===== src/rtl/frame2bmem.sv =====
// rtl/frame2bmem.sv - 640x480 gray frame to 28x28 block-average buffer-memory writer (optional FRAME2BMEM_ROUND_EN)
module frame2bmem (
  input  logic        iCLK,
  input  logic        iRST,
  input  logic        iSTART,
  input  logic        iFVAL,
  input  logic        iDVAL,
  input  logic [11:0] iDATA,
  output logic        oWEN,
  output logic [10:0] oADDR,
  output logic [15:0] oDATA,
  output logic        oDONE
);

  typedef enum logic [1:0] {IDLE, WAIT_SOF, CAPTURE, DONE} state_t;

  state_t      state_q, state_d;
  logic        fval_q;
  logic [9:0]  x_q, x_d, y_q, y_d;
  logic [19:0] acc_q [0:27];
  logic        wen_q, wen_d;
  logic [10:0] addr_q, addr_d;
  logic [7:0]  avg_q, avg_d;

  logic        sof, pix_ok, in_win, blk_first, blk_last, last_wr, acc_we;
  logic [8:0]  dx, dy;
  logic [4:0]  bx, by;
  logic [19:0] sum_new;
  logic [7:0]  avg_new;

  // Pixel position decode relative to the 448x448 window
  assign sof       = iFVAL & ~fval_q;
  assign pix_ok    = iDVAL & (y_q < 10'd480);
  assign in_win    = (x_q >= 10'd96) && (x_q <= 10'd543) && (y_q >= 10'd16) && (y_q <= 10'd463);
  assign dx        = x_q[8:0] - 9'd96;
  assign dy        = y_q[8:0] - 9'd16;
  assign bx        = dx[8:4];
  assign by        = dy[8:4];
  assign blk_first = (dx[3:0] == 4'h0) && (dy[3:0] == 4'h0);
  assign blk_last  = (dx[3:0] == 4'hF) && (dy[3:0] == 4'hF);
  assign sum_new   = blk_first ? {8'h00, iDATA} : acc_q[bx] + {8'h00, iDATA};
  assign last_wr   = wen_q && (addr_q == 11'd783);
  assign acc_we    = (state_q == CAPTURE) && iFVAL && pix_ok && in_win;

`ifdef FRAME2BMEM_ROUND_EN
  logic [8:0] rnd;
  // Round to nearest, saturating at 255 (only a near-full-scale block can exceed it)
  assign rnd     = 9'((21'(sum_new) + 21'd2048) >> 12);
  assign avg_new = rnd[8] ? 8'hFF : rnd[7:0];
`else
  assign avg_new = sum_new[19:12];
`endif

  // Next-state, pixel counters and write request
  always_comb begin
    state_d = state_q;
    x_d     = x_q;
    y_d     = y_q;
    wen_d   = 1'b0;
    addr_d  = addr_q;
    avg_d   = avg_q;
    case (state_q)
      IDLE: if (iSTART) state_d = WAIT_SOF;
      WAIT_SOF: begin
        if (sof) begin
          state_d = CAPTURE;
          x_d     = '0;
          y_d     = '0;
        end
      end
      CAPTURE: begin
        // The final write wins over a simultaneous end of frame
        if (last_wr) begin
          state_d = DONE;
        end else if (!iFVAL) begin
          state_d = WAIT_SOF;
        end else if (pix_ok) begin
          if (x_q == 10'd639) begin
            x_d = '0;
            y_d = y_q + 10'd1;
          end else begin
            x_d = x_q + 10'd1;
          end
          if (in_win && blk_last) begin
            wen_d  = 1'b1;
            addr_d = ({6'd0, by} * 11'd28) + {6'd0, bx};
            avg_d  = avg_new;
          end
        end
      end
      DONE: if (iSTART) state_d = WAIT_SOF;
      default: state_d = IDLE;
    endcase
  end

  // Control and output registers
  always_ff @(posedge iCLK or posedge iRST) begin
    if (iRST) begin
      state_q <= IDLE;
      fval_q  <= 1'b0;
      x_q     <= '0;
      y_q     <= '0;
      wen_q   <= 1'b0;
      addr_q  <= '0;
      avg_q   <= '0;
    end else begin
      state_q <= state_d;
      fval_q  <= iFVAL;
      x_q     <= x_d;
      y_q     <= y_d;
      wen_q   <= wen_d;
      addr_q  <= addr_d;
      avg_q   <= avg_d;
    end
  end

  // Per-column block accumulators: block origin loads, every other window pixel adds
  always_ff @(posedge iCLK or posedge iRST) begin
    if (iRST) begin
      for (int i = 0; i < 28; i++) acc_q[i] <= '0;
    end else if (acc_we) begin
      acc_q[bx] <= sum_new;
    end
  end

  assign oWEN  = wen_q;
  assign oADDR = addr_q;
  assign oDATA = {8'h00, avg_q};
  assign oDONE = (state_q == DONE);

endmodule


===== config.mk =====
export PLATFORM = sky130hd
export DESIGN_NAME = frame2bmem
export DESIGN_NICKNAME = d
export VERILOG_FILES = /design/src/rtl/frame2bmem.sv
export SDC_FILE = /design/constraint.sdc
export NUM_CORES = 2
export LEC_CHECK = 0
export CAP_MARGIN = 40
export CELL_PAD_IN_SITES_DETAIL_PLACEMENT = 0
export CELL_PAD_IN_SITES_GLOBAL_PLACEMENT = 1
export CORE_UTILIZATION = 54
export CTS_CLUSTER_DIAMETER = 60
export DETAILED_ROUTE_END_ITERATION = 8
export PLACE_DENSITY = 0.92
export SYNTH_ARGS = -nofsm -noshare
export SYNTH_HDL_FRONTEND = slang
export SYNTH_SLANG_ARGS = --single-unit
export TNS_END_PERCENT = 1

===== constraint.sdc =====
create_clock -name iCLK -period 56 [get_ports iCLK]
set_clock_uncertainty 0.2 [all_clocks]
set_input_delay 11.2 -clock iCLK [delete_from_list [all_inputs] [get_ports iCLK]]
set_output_delay 11.2 -clock iCLK [all_outputs]
set_load 0.005 [all_outputs]

# Yosys cells after proc, flatten, opt, wreduce, memory -nomap -nowiden
# Index checks and enable logic that the tools add are counted.
[classes]
n_addsub = 6
n_mul = 1
magnitude_cmp = 7
n_eq_ne = 14
n_mux = 28
bitwise = 5
n_reduce_logical = 20
[op_table]
columns = ["operator", "n"]
rows = [
  ["bitwise mux 560 bit", 1],
  ["binary-select mux 20 bit (select 5 bit)", 1],
  ["demux 20 bit (select 5 bit)", 1],
  ["2-to-1 mux 10 bit", 9],
  ["2-to-1 mux 20 bit", 4],
  ["one-hot mux 10 bit (2 select lines)", 2],
  ["adder 10 x 1 -> 10 bit (second input constant)", 2],
  ["adder 20 x 12 -> 20 bit", 1],
  ["adder 10 x 5 -> 11 bit", 1],
  ["equality test 11 x 10 -> 1 bit (second input constant)", 1],
  ["logical AND 1 bit", 11],
  ["equality test 10 bit (second input constant)", 1],
  ["greater-or-equal comparator 10 x 5 -> 1 bit (second input constant)", 1],
  ["greater-or-equal comparator 10 x 7 -> 1 bit (second input constant)", 1],
  ["less-or-equal comparator 10 bit (second input constant)", 1],
  ["less-or-equal comparator 10 x 9 -> 1 bit (second input constant)", 1],
  ["less-than comparator 10 x 9 -> 1 bit (second input constant)", 1],
  ["AND reduction 5 bit", 2],
  ["subtractor 9 x 5 -> 9 bit (second input constant)", 1],
  ["subtractor 9 x 7 -> 9 bit (second input constant)", 1],
  ["equality test 4 bit (second input constant)", 2],
  ["logical NOT 4 bit", 2],
  ["multiplier 5 x 3 -> 8 bit (second input constant)", 1],
  ["2-to-1 mux 2 bit", 4],
  ["other kinds (17)", 28],
]
[totals]
register_bits = 603
input_bits = 17
output_inout_bits = 29
elab_cells = 116

# Depth between registers and ports, before layout
[logic_depth]
word_depth = 10
depth_mapped = 27
depth_no_buf = 18

# Least setup slack after synthesis
# No wires, ideal clock.
[synth_timing]
path_type = "input port to flip-flop"
from = "in iDATA[0]"
to = "reg acc_q[96] in the netlist's numbering"
setup_time_ns = 0.134
t_arrival_ns = 13.787
t_required_ns = 55.666
setup_slack_ns = 41.879
path_stages = 13
n_path_buf = 2
path_cell_list = "ha_1 inv_1 fa_1 nor2b_1 o21ai_0 a32oi_1 and3_1 o41ai_2 nor3_1 mux2i_1 clkbuf_1 clkbuf_1 o21ai_0"
[synth_via]
elab_chain_cells = 3
[synth_lines]
columns = ["item", "line", "rtl"]
rows = [
  ["from (decl)", "8", "input logic [11:0] iDATA,"],
  ["adder 20 x 12 -> 20 bit", "41", "assign sum_new = blk_first ? {8'h00, iDATA} : acc_q[bx] + {8'h00, iDATA};"],
  ["2-to-1 mux 20 bit", "41", ""],
  ["bitwise mux 560 bit", "122", "acc_q[bx] <= sum_new;"],
  ["to (signal, indexed assignment)", "122", ""],
  ["to (decl)", "20", "logic [19:0] acc_q [0:27];"],
]
# Every way passes these cells.
# A chain may end at the register's enable or synchronous reset.

# Worst setup path in the final report
[layout_timing]
from = "in iDATA[0]"
to = "reg acc_q[336] in the netlist's numbering"
# Same word-level chain as after synthesis.

==> out/qor.yml <==
power_and_ir_drop:
  p_sw_mw: 0.340
  p_int_mw: 0.754
  ir_worst_vdd_v: 0.0000306
  clkPwrFrac_pct: 38.6
  p_sw_share_pct: 31.1
  combPwrFrac_pct: 20.7
  power.leakage_nw: 13.6
  p_per_area_nw_per_um2: 34.6
  seqPwrFrac_pct: 40.8
logic_synthesis:
  ys_top_cells_by_count: "dfrtp_1, nand2_1, o21ai_0, nor2_1, clkbuf_1"
  synth_seq_area_share_pct: 53.0
  yosysTopAreaCell: "dfrtp_1"
  synth_edf_count: 0
  synth_area_leaders: "dfrtp_1, mux4_2, o21ai_0"
  syn_area_um2: 28500
  yosysTopAreaCellShare_pct: 53.0
  syn_avg_cell_area_um2: 10.5
  ys_seq_elements: 603
  synth-main-ff-cell: "dfrtp_1"
  synth.distinct_cells: 78
  synthArstFlopShare_pct: 100
  yosysMostFrequentCell: "dfrtp_1"
  ys_warn_count: 0
  syn_inst: 2706
setup_path:
  cp.arrival_ns: 14.59
  crit_end: "acc_q[336]"
  r2r_end: "acc_q[352]"
  end_kind: "flop"
  r2r_cells: 18
  cp-startpoint: "iDATA[0]"
  cp_max_fo: 21
  critPathRequiredTime_ns: 56.28
  r2r_start: "x_q[5]"
  startpoint_type: "primary input"
  r2r_slack_ns: 48.87
  worstSetupPathType: "primary input to flop"
detailed_routing:
  firstDrtPassIters: 8
  wl_per_cell_um: 21.8
  drt_iter0_drc: 1691
  ant_nets: 0
  drt_wl_total_um: 74000
  drc: 0
  vias: 20900
  via_per_inst: 6.15
global_route:
  grt_pass1_wl_um: 119000
  antenna_found_initial: 0
  grt_util_all_layers_pct: 28.5
  grt.overflow.total: 0
  grt_max_degree: 204
  grt_pass1_vias: 21100
floorplanning:
  core_area_um2: 51700
  die_width_um: 232
  die_area_um2: 53600
  ios: 46
  die_h_um: 232
  rows: 83
  initial_core_util_pct: 55.0
clocking:
  htreeDepth: 2
  clk_latency_ns: 0.64
  cts_setup_buffers: 0
  clkSinkCount: 603
  ctsHoldBuffers: 0
  clkSlewWorstSetupHoldPaths_ns: 0.06
  cts_buffers: 59
  cts_root_buf: "clkbuf_16"
  cts_tree: "yes"
  clockBufferDepth: 3
  cts.repair.resized: 0
sta:
  rsz0062_at_grt: "false"
  fin_tns_setup_ns: 0
  finalSetupViolations: 0
  hold_violations: 0
  final_critical_path_setup_slack_ns: 41.70
  fin_crit_sh_pct: 25.5
  fin_crit_ns: 14.30
  fmax_mhz: 69.9
  finalMaxSlewViolations: 0
  relSlewSlack_pct: 27.3
  worst_pin_slew_ns: 1.09
cells_and_area:
  num-fill-cells: 4129
  seq_area_um2: 15100
  syn_to_final_growth_pct: 11.0
  nNetsFinal: 2729
  multi_input_area_um2: 12300
  num_antenna_cells: 0
  drive_gt1_share_pct: 13.5
place:
  dp_hpwl_um: 47500
  globalplace.congestion: 0.870
  post-place-ws_ns: 41.04
  numPortBuffers: 37
min_path:
  hp-class: "flop to flop"
  worstHoldStart: "acc_q[208]"
flow_run:
  drv_cap: 0
status:
  status: "finished clean"
final cells by class:
type / instances / area share (%)
multi-input combinational: 1866 / 38.9
clock buffer: 75 / 5.15
timing repair buffer: 111 / 3.64
tap: 680 / 2.69
inverter: 31 / 0.392
sequential: 603 / 47.8
clock inverter: 32 / 1.39
placed cells by master (no fill, tap or decap), drive strengths merged, types with 4 or more instances in the layout:
cell type	n
conb	8
nand3	25
a221o	12
o31ai	5
clkinv	19
mux2i	47
a211oi	9
a31oi	32
mux2	18
xnor2	21
or3	4
o21ai	488
a21oi	134
and3	7
nor2b	7
o211ai	8
nor2	191
a221oi	6
mux4	124
a21o	8
and2	9
nor3	19
dfrtp	603
inv	34
and4	6
a22oi	27
ha	34
xor2	18
clkbuf	75
buf	74
nand2	545
bufinv	9
clkdlybuf4s50	37
a22o	6
fa	6
power groups by stage:
| stage | Combinational, mW | Sequential, mW | Clock (mW) |
|---|---|---|---|
| 2_1_floorplan | 0.139 | 0.452 | 0 |
| 3_3_place_gp | 0.202 | 0.453 | 0 |
| 3_5_place_dp | 0.222 | 0.453 | 0 |
| 4_1_cts | 0.225 | 0.445 | 0.426 |
| 5_1_grt | 0.245 | 0.446 | 0.444 |
| 6_report | 0.226 | 0.445 | 0.422 |
kinds of logic (layout without fill, tap and decap cells):
logic type                 count (synthesis)  in the layout  synth area share [%]
AOI/OAI and AO/OA                        750            750                  15.0
xor gates and xnor gates                  39             39                  1.20
adders and majority gates                 40             40                  1.92
buffers and inverters                    244            249                  4.18
DFF                                      603            603                  53.0
muxes                                    189            189                  12.4
other                                      1              8                0.0132
and+or+nand+nor                          840            840                  12.3
stage by stage:
step / std cells / utilization [%] / hold WS [ns] / total power, mW / instance area, um2
5_1_grt: 3398 / 61.1 / 0.292 / 1.13 / 31600
3_5_place_dp: 3291 / 57.1 / 0.262 / 0.676 / 29500
6_report: 3398 / 61.1 / 0.275 / 1.09 / 31600
3_3_place_gp: 3274 / 56.5 / 0.253 / 0.654 / 29200
4_1_cts: 3398 / 61.1 / 0.276 / 1.10 / 31600
2_1_floorplan: 2713 / - / 0.242 / 0.592 / 28500
layer usage:
metal / track usage (%) / part of all wire, % / up-vias
met5: 0 / 0 / -
met4: 11.4 / 3.8 / 0
met3: 4.12 / 6.9 / 181
met2: 46.5 / 48 / 747
met1: 38.6 / 41 / 10600
li1: - / - / 9399
sequential cells by signal (all words and copies together), names as in the netlist:
signal,flops
oADDR,11
acc_q,560
state_q,2
x_q,10
oWEN,1
y_q,10
avg_q,8
fval_q,1
worst max-delay path, cell delays in order:
cell,delay (ns)
clkdlybuf4s50_1,0.51
ha_1,0.19
inv_1,0.06
fa_1,0.38
nor2b_1,0.15
o21ai_0,0.12
a32oi_1,0.33
and3_1,0.25
o41ai_2,0.10
buf_4,0.19
nor3_1,0.27
mux2i_2,0.48
buf_6,0.25
o21ai_0,0.12
worst min path at each step:
| stage | to | cells after the start |
|---|---|---|
| 2_1_floorplan | acc_q[212] | 2 |
| 3_3_place_gp | acc_q[256] | 2 |
| 3_5_place_dp | acc_q[232] | 2 |
| 4_1_cts | acc_q[232] | 2 |
| 5_1_grt | acc_q[520] | 2 |
| 6_report | acc_q[208] | 2 |
No activity file was read; power rests on OpenSTA's default activity.
==> patch, RTL diff (same settings) <==
Build with the macro `FRAME2BMEM_ROUND_EN` defined.
--- a/src/rtl/frame2bmem.sv
+++ b/src/rtl/frame2bmem.sv
@@ -1,2 +1,4 @@
 // rtl/frame2bmem.sv - 640x480 gray frame to 28x28 block-average buffer-memory writer (optional FRAME2BMEM_ROUND_EN)
+`define FRAME2BMEM_ROUND_EN
+
 module frame2bmem (
Check against the original RTL: same outputs for any inputs over 4 cycles, from zero or initial values and one cycle with iRST high; that may be too few to reach the edited logic, so the function may still have changed.
==> patch against the unedited design <==
Via count down 1.2%. Area after synthesis fell by 1.3%. Maximum frequency decreased by 4.4%. Total power grew 6.0%. Core utilization increased by 0.48 points. Hold slack worse by 1.7 ps. Setup slack got worse by 650 ps. Combinational power up 20%. Routed wire length increased by 3.2%. Register-to-register slack lost 310 ps. Cell count is 2.6% lower. Non-clock buffer count rose by 6. Final area about the same. Sequential cell count unchanged. Largest cell class unchanged.
==> patch: results (changes against the unedited design) <==
metric,value,unit,change
status,finished clean,,
slew_headroom,39.0,%,+12 points
wire_per_inst,23.1,um,+5.9%
wl_met3,5490,um,+7.8%
routed_via_density,6.23,,+1.4%
synthDistinctLibCells,81,,+3.8%
cp_slowest_stage_delay,620,ps,+110 ps
crit_fanout,30,,+43%
drtIter0Drc,2135,,+26%
grt_pass1_vias,21011,,-0.28%
max-vdd-ir-drop,0.0313,mV,+2.4%
reg2reg_setup_slack,48560,ps,-310 ps
hp-start,acc_q[448],,
dp_hpwl,48400,um,+2.0%
cp_slowest_cell,a21oi_4,,
drt-total-wl,76300,um,+3.2%
wl_met2,36300,um,+1.7%
dpl_worst_slack,40440,ps,-603 ps
first_pass_iters,7,,-1
p_leak,13.7,nW,+0.86%
htreeDepth,3,,+1
setup_viol,0,,unchanged
crit_path_end,avg_q[7],,
use_met1,40.6,%,+2.0 points
grt_pass1_wl,122000,um,+2.5%
hold_end,acc_q[448],,
yosysWarnings,0,,unchanged
cts_buffer_depth,3,,unchanged
met3_usage,5.49,%,+1.4 points
gp_congestion,0.895,,+2.9%
netlist_top_cells_count,"nand2_1 (639), dfrtp_1 (603), o21ai_0 (532)",,
grt.met2_usage,47.4,%,+0.91 points
drive_above_1_share,15.1,%,+1.6 points
postPlaceCellArea,29400,um2,-0.41%
dp.cells,3194,,-2.9%
async_flop_share,100,%,unchanged
track_usage,30.0,%,+1.5 points
m1WireLength,31100,um,+2.6%
max_freq,0.0669,GHz,-4.4%
finalHoldViolations,0,,unchanged
cts_buffers,66,,+12%
grt_max_degree,130,,-36%
synth_area_leaders,"dfrtp_1 (54%), mux4_2 (11%), o21ai_0 (9.5%)",,
crit_family,compound AO/OA/AOI/OAI gates,,
cp_data_arrival_time,15210,ps,+620 ps
whs,273,ps,-1.70 ps
synth_cells,2622,,-3.1%
clk_latency,610,ps,-30 ps
largest-register,acc_q,,
r2r_end,avg_q[5],,
synth_seq_area_share,53.7,%,+0.70 points
[patch: cell type report]
type	instances	area, um2
flip-flops and latches	603	15100
clock inverters	18	244
clock buffers	98	1940
multi-input cells	1761	11900
inverters	33	131
repair buffers	117	1410
fillers	3963	19700
well taps	680	851
[patch: cell families (layout without fill, tap and decap cells)]
| logic type | Yosys count | count (layout) | share of synthesized area [%] |
|---|---|---|---|
| adders and majority gates | 41 | 41 | 1.99 |
| AOI/OAI and AO/OA | 685 | 685 | 13.6 |
| DFF | 603 | 603 | 53.7 |
| xor gates and xnor gates | 44 | 44 | 1.40 |
| buffers and inverters | 265 | 266 | 4.13 |
| other | 1 | 8 | 0.0134 |
| and+or+nand+nor | 774 | 774 | 11.3 |
| muxes | 209 | 209 | 13.9 |
[patch: power by group]
part           total [W]  internal [W]  switching [W]
sequential      0.000446      0.000441     0.00000512
clock           0.000441      0.000263       0.000178
combinational   0.000271     0.0000820       0.000189
total            0.00116      0.000786       0.000372
